==> config.mk <==
export PLATFORM = sky130hd
export DESIGN_NAME = fetch_stage
export DESIGN_NICKNAME = d
export VERILOG_FILES = /design/src/rtl/fetch_stage_pkg.sv /design/src/rtl/fetch_stage_pipe_reg.sv /design/src/rtl/fetch_stage.sv
export SDC_FILE = /design/constraint.sdc
export NUM_CORES = 1
export LEC_CHECK = 0
export BUFFER_PORTS_ARGS = -buffer_cell sky130_fd_sc_hd__buf_4
export CORE_MARGIN = 2
export CORE_UTILIZATION = 54
export CTS_CLUSTER_DIAMETER = 50
export CTS_CLUSTER_SIZE = 28
export DETAILED_ROUTE_END_ITERATION = 8
export GPL_TIMING_DRIVEN = 0
export PLACE_DENSITY = 0.86
export SYNTH_ARGS = -nofsm -noshare
export SYNTH_HDL_FRONTEND = slang
export SYNTH_SLANG_ARGS = --single-unit
==> constraint.sdc <==
create_clock -name clk -period 7.6 [get_ports clk]
set_input_delay 0.38 -clock clk [delete_from_list [all_inputs] [get_ports clk]]
set_output_delay 0.38 -clock clk [all_outputs]
set_load 0.01 [all_outputs]
==> src/rtl/fetch_stage_pkg.sv <==
// Shared constants and the F/D bundle layout for the MIPS fetch stage.
package fetch_stage_pkg;

  localparam int          XLEN         = 32;
  localparam logic [31:0] DEF_RESET_PC = 32'h0000_3000;
  localparam int          DEF_IM_WORDS = 4096;
  localparam logic [31:0] NOP          = 32'h0000_0000;

  typedef struct packed {
    logic [XLEN-1:0] instr;
    logic [XLEN-1:0] pc;
    logic [XLEN-1:0] pc8;
    logic            valid;
    logic            adel;
  } fd_t;

endpackage

==> src/rtl/fetch_stage_pipe_reg.sv <==
// One field of a pipeline register: async reset, hold when en=0, bubble on clr.
module pipe_reg #(
  parameter int          W       = 32,
  parameter logic [W-1:0] CLR_VAL = '0
) (
  input  logic         clk,
  input  logic         reset,
  input  logic         en,
  input  logic         clr,
  input  logic [W-1:0] d,
  output logic [W-1:0] q
);

  // NOTE: state is written with <= so every register samples pre-edge values
  // regardless of the order the simulator evaluates the always blocks.
  always_ff @(posedge clk or posedge reset) begin
    if (reset)    q <= CLR_VAL;
    else if (en)  q <= clr ? CLR_VAL : d;
  end

endmodule

==> src/rtl/fetch_stage.sv <==
// F stage: PC register, instruction-memory address, F/D pipeline register
// and a count of valid instructions handed to decode.
module fetch_stage
  import fetch_stage_pkg::*;
#(
  parameter logic [31:0] RESET_PC = DEF_RESET_PC,
  parameter int          IM_WORDS = DEF_IM_WORDS
) (
  input  logic        clk,
  input  logic        reset,
  input  logic        stall,
  input  logic        clr_d,
  input  logic [31:0] npc,
  input  logic [31:0] im_rdata,
  output logic [31:0] pc_f,
  output logic [31:0] im_addr,
  output logic [31:0] instr_d,
  output logic [31:0] pc_d,
  output logic [31:0] pc8_d,
  output logic        valid_d,
  output logic        adel_d,
  output logic [31:0] fetch_cnt
);

  // One bit wider than the PC so the end of IM never wraps past 2^32.
  localparam logic [32:0] IM_END = {1'b0, RESET_PC} + 33'(4 * IM_WORDS);

  logic adel;
  fd_t  fd_next;

  assign im_addr = (pc_f - RESET_PC) & 32'hFFFF_FFFC;

  assign adel = (pc_f[1:0] != 2'b00) | (pc_f < RESET_PC) | ({1'b0, pc_f} >= IM_END);

  always_comb begin
    fd_next.instr = adel ? NOP : im_rdata;
    fd_next.pc    = pc_f;
    fd_next.pc8   = pc_f + 32'd8;
    fd_next.valid = 1'b1;
    fd_next.adel  = adel;
  end

  // NOTE: reset sits in the sensitivity list, so PC and counter clear the
  // moment reset rises rather than waiting for the next clock edge.
  always_ff @(posedge clk or posedge reset) begin
    if (reset) begin
      pc_f      <= RESET_PC;
      fetch_cnt <= '0;
    end else if (!stall) begin
      pc_f <= npc;
      if (!clr_d) fetch_cnt <= fetch_cnt + 32'd1;
    end
  end

  pipe_reg #(.W(XLEN), .CLR_VAL(NOP)) u_instr (
    .clk(clk), .reset(reset), .en(!stall), .clr(clr_d), .d(fd_next.instr), .q(instr_d)
  );

  pipe_reg #(.W(XLEN)) u_pc (
    .clk(clk), .reset(reset), .en(!stall), .clr(clr_d), .d(fd_next.pc), .q(pc_d)
  );

  pipe_reg #(.W(XLEN)) u_pc8 (
    .clk(clk), .reset(reset), .en(!stall), .clr(clr_d), .d(fd_next.pc8), .q(pc8_d)
  );

  pipe_reg #(.W(1)) u_valid (
    .clk(clk), .reset(reset), .en(!stall), .clr(clr_d), .d(fd_next.valid), .q(valid_d)
  );

  pipe_reg #(.W(1)) u_adel (
    .clk(clk), .reset(reset), .en(!stall), .clr(clr_d), .d(fd_next.adel), .q(adel_d)
  );

endmodule

==> flow_metrics.env <==
export IMPL_cts_root_buffer="clkbuf_16"
export IMPL_postCtsSetupBuffers=0
export IMPL_leakagePower_nw=4.79
export IMPL_drtIter0Drc=565
export IMPL_power_density_nw_per_um2=213
export IMPL_dieWidth_um=121
export IMPL_switching_share_pct=27.5
export IMPL_combPwrFrac_pct=19.8
export IMPL_worst_slew_pin_slew_ns=1.18
export IMPL_endpoint_kind="output port"
export IMPL_status="completed"
export IMPL_start_util_pct=55.7
export IMPL_power_mw=2.16
export IMPL_nets=1066
export IMPL_numCtsBuffers=17
export IMPL_setup_viol=0
export IMPL_portBuffers=258
export IMPL_slew_headroom_pct=20.3
export IMPL_worstReg2RegEnd="u_pc8.q[25]$_DFFE_PP0N_"
export IMPL_drcViolationCount=0
export IMPL_path_cells="buf_2 -> or4_1 -> clkbuf_1 -> nor4_2 -> nand3_1 -> xnor2_1 -> buf_4"
export IMPL_cts_hold_buffers=0
export IMPL_start_kind="flop"
export IMPL_grt_first_pass_wirelength_um=34700
export IMPL_crit_required_ns=7.22
export IMPL_vias_per_cell=5.69
export IMPL_ys_warn_count=0
export IMPL_synth_edff_count=0
export IMPL_finClkSkew_ns=0.00629
export IMPL_synthDistinctLibCells=53
export IMPL_drv_slew=0
export IMPL_clk_latency_ns=0.42
export IMPL_antenna_found_initial=0
export IMPL_grt_busiest_layer="met2"
export IMPL_async_flop_share_pct=100
export IMPL_synthFlopType="dfrtp_1"
export IMPL_cp_max_fo=10
export IMPL_synth_avg_cell_area_um2=10.4
export IMPL_clock_path_buffers=2
export IMPL_synthDominantCellAreaShare_pct=52.9
export IMPL_cts_max_level=4
export IMPL_die_area_um2=14700
export IMPL_critPathArrivalTime_ns=2.62
export IMPL_clkPwrFrac_pct=34.7
export IMPL_die_h_um=121
export IMPL_drv_cap=0
export IMPL_grt_max_degree=91
export IMPL_met2_usage_pct=48.1
export IMPL_design_area_um2=10100
export IMPL_n_antenna_cell=0
export IMPL_ir_drop_uv=145
export IMPL_core_um2=13300
export IMPL_worstSetupPathType="flop to output port"
export IMPL_postLayoutCoreUtil_pct=75.9
export IMPL_cp_top_family="simple AND/OR/NAND/NOR gates"
export IMPL_timing_hold_ws_ns=0.143
export IMPL_place_area_um2=9630
export IMPL_p_sw_mw=0.593
export IMPL_grt_usage_pct=30.6
export IMPL_drive_gt1_share_pct=35.7
export IMPL_finalSetupTns_ns=0
export IMPL_route_final_wire_length_um=22000
export IMPL_nFillCells=979
export IMPL_rsz0062_at_grt="false"
export IMPL_syn_to_final_growth_pct=36.3
export IMPL_pwr_share_seq_pct=45.5
export IMPL_use_met1_pct=40.8
export IMPL_vias=6715
export IMPL_hold_class="input port to asynchronous set/reset pin"
export IMPL_critPathMaxStageDelay_ns=0.53
export IMPL_cts_sinks=159
export IMPL_finalHoldViolCount=0
export IMPL_synth_area_leader_cell="dfrtp_1"
export IMPL_path_clk_slew_ns=0.06
export IMPL_yosysMostFrequentCell="dfrtp_1"
export IMPL_syn_instance_count=716
export IMPL_fp_row_count=42
export IMPL_fin_crit_sh_pct=39.5
export IMPL_reg2reg_from="pc_f[3]$_DFFE_PP0N_"
export IMPL_synth_common_cells="157 x dfrtp_1, 106 x nand2_1, 66 x nand3_1"
export IMPL_netlist_area_um2=7430
export IMPL_ios=262
export IMPL_synth_top_cells_by_area="dfrtp_1 53%, nand2_1 5.4%, xnor2_1 5.1%, mux2_2 4.8%, nand3_1 4.4%"
export IMPL_seq_area_frac_synth_pct=53.6
export IMPL_cts_tree="yes"
export IMPL_p_int_mw=1.56
export IMPL_use_met3_pct=6.91
export IMPL_grt_overflow_total=0
export IMPL_r2r_cells=5
export IMPL_dr_pass1_iters=5
export IMPL_min_period_ns=3.00
export IMPL_fmax_mhz=333
export IMPL_synth_seq_cells=159
export IMPL_path_buf_inv=3
export IMPL_ctsResizeCount=0
export IMPL_grt_pass1_vias=6463
export IMPL_antenna_left=0
export IMPL_r2r_slack_ns=5.05
export IMPL_hpwl_um=16000
export IMPL_avgRoutedWirePerCell_um=18.7
export IMPL_place_congestion=0.875
export IMPL_worst_path_max_delay_cell="or4_1"
logic make-up (layout without fill, tap and decap cells):
group / count (synthesis) / after routing / synth area share, %
compound gates: 101 / 101 / 9.18
xor+xnor: 61 / 61 / 7.19
fa+ha+maj: 3 / 3 / 0.505
buf+inv: 74 / 361 / 4.97
flops: 159 / 159 / 53.6
mux: 32 / 32 / 4.85
other cells: 1 / 2 / 0.0505
simple gates: 285 / 285 / 19.7
metal layers:
layer | vias up | wire (um) | part of all wire, %
li1 | 3058 | - | -
met1 | 3266 | 8940 | 41
met2 | 325 | 10600 | 48
met3 | 66 | 1730 | 7.8
met4 | 0 | 804 | 3.6
met5 | - | 0 | 0
layout make-up:
class	count	area, um^2	share of cell area (%)
well taps	176	220	2.17
plain buffers	68	347	3.42
flip-flops and latches	159	3980	39.3
multi-input cells	484	3090	30.4
inverters	6	27.5	0.272
clock inverters	1	5.00	0.0494
repair buffers	259	1960	19.4
clock buffers	27	503	4.96
registers in the layout, summed over array words and instances (netlist names):
name	flops
fetch_cnt	32
pc_f	32
u_instr.q	32
u_pc.q	32
u_pc8.q	29
u_adel.q	1
u_valid.q	1
worst max path at each step:
stage / from / endpoint / slack [ns] / cells past startpoint
2_1_floorplan: reset / fetch_cnt[0]$_DFFE_PP0P_ / 2.93 / 1
3_3_place_gp: reset / pc_f[2]$_DFFE_PP0N_ / 1.17 / 2
3_5_place_dp: pc_f[13]$_DFFE_PP1N_ / im_addr[23] / 5.11 / 6
4_1_cts: pc_f[15]$_DFFE_PP0N_ / im_addr[28] / 4.61 / 7
5_1_grt: pc_f[15]$_DFFE_PP0N_ / im_addr[28] / 4.50 / 7
6_report: pc_f[15]$_DFFE_PP0N_ / im_addr[28] / 4.60 / 7
power by group through the flow:
stage	registers [mW]	logic (mW)	clock network, mW
final	0.982	0.426	0.749
after global routing	0.990	0.457	0.800
after CTS	0.980	0.427	0.760
after detailed placement	0.994	0.425	0
after global placement	0.991	0.415	0
after floorplan	1.01	0.177	0
cell usage in the layout (no fill, tap or decap), drive strengths merged, types with 5 or more instances in the layout:
| cell type | n |
|---|---|
| xor2 | 18 |
| nor4 | 11 |
| nor3 | 14 |
| dfrtp | 157 |
| and4 | 8 |
| nand2 | 106 |
| buf | 289 |
| xnor2 | 43 |
| and3 | 7 |
| or4 | 6 |
| mux2 | 32 |
| o211ai | 5 |
| nand2b | 8 |
| nand4 | 22 |
| inv | 6 |
| nand3 | 67 |
| clkbuf | 65 |
| o21ai | 52 |
| nor2 | 24 |
| a22o | 19 |
through the flow:
| stage | worst slack (ns) | std cells |
|---|---|---|
| 6_report | 4.60 | 1180 |
| 5_1_grt | 4.50 | 1180 |
| 4_1_cts | 4.61 | 1180 |
| 3_5_place_dp | 5.11 | 1152 |
| 3_3_place_gp | 1.17 | 1151 |
| 2_1_floorplan | 2.93 | 717 |
Power figures use the tool's default switching activity.
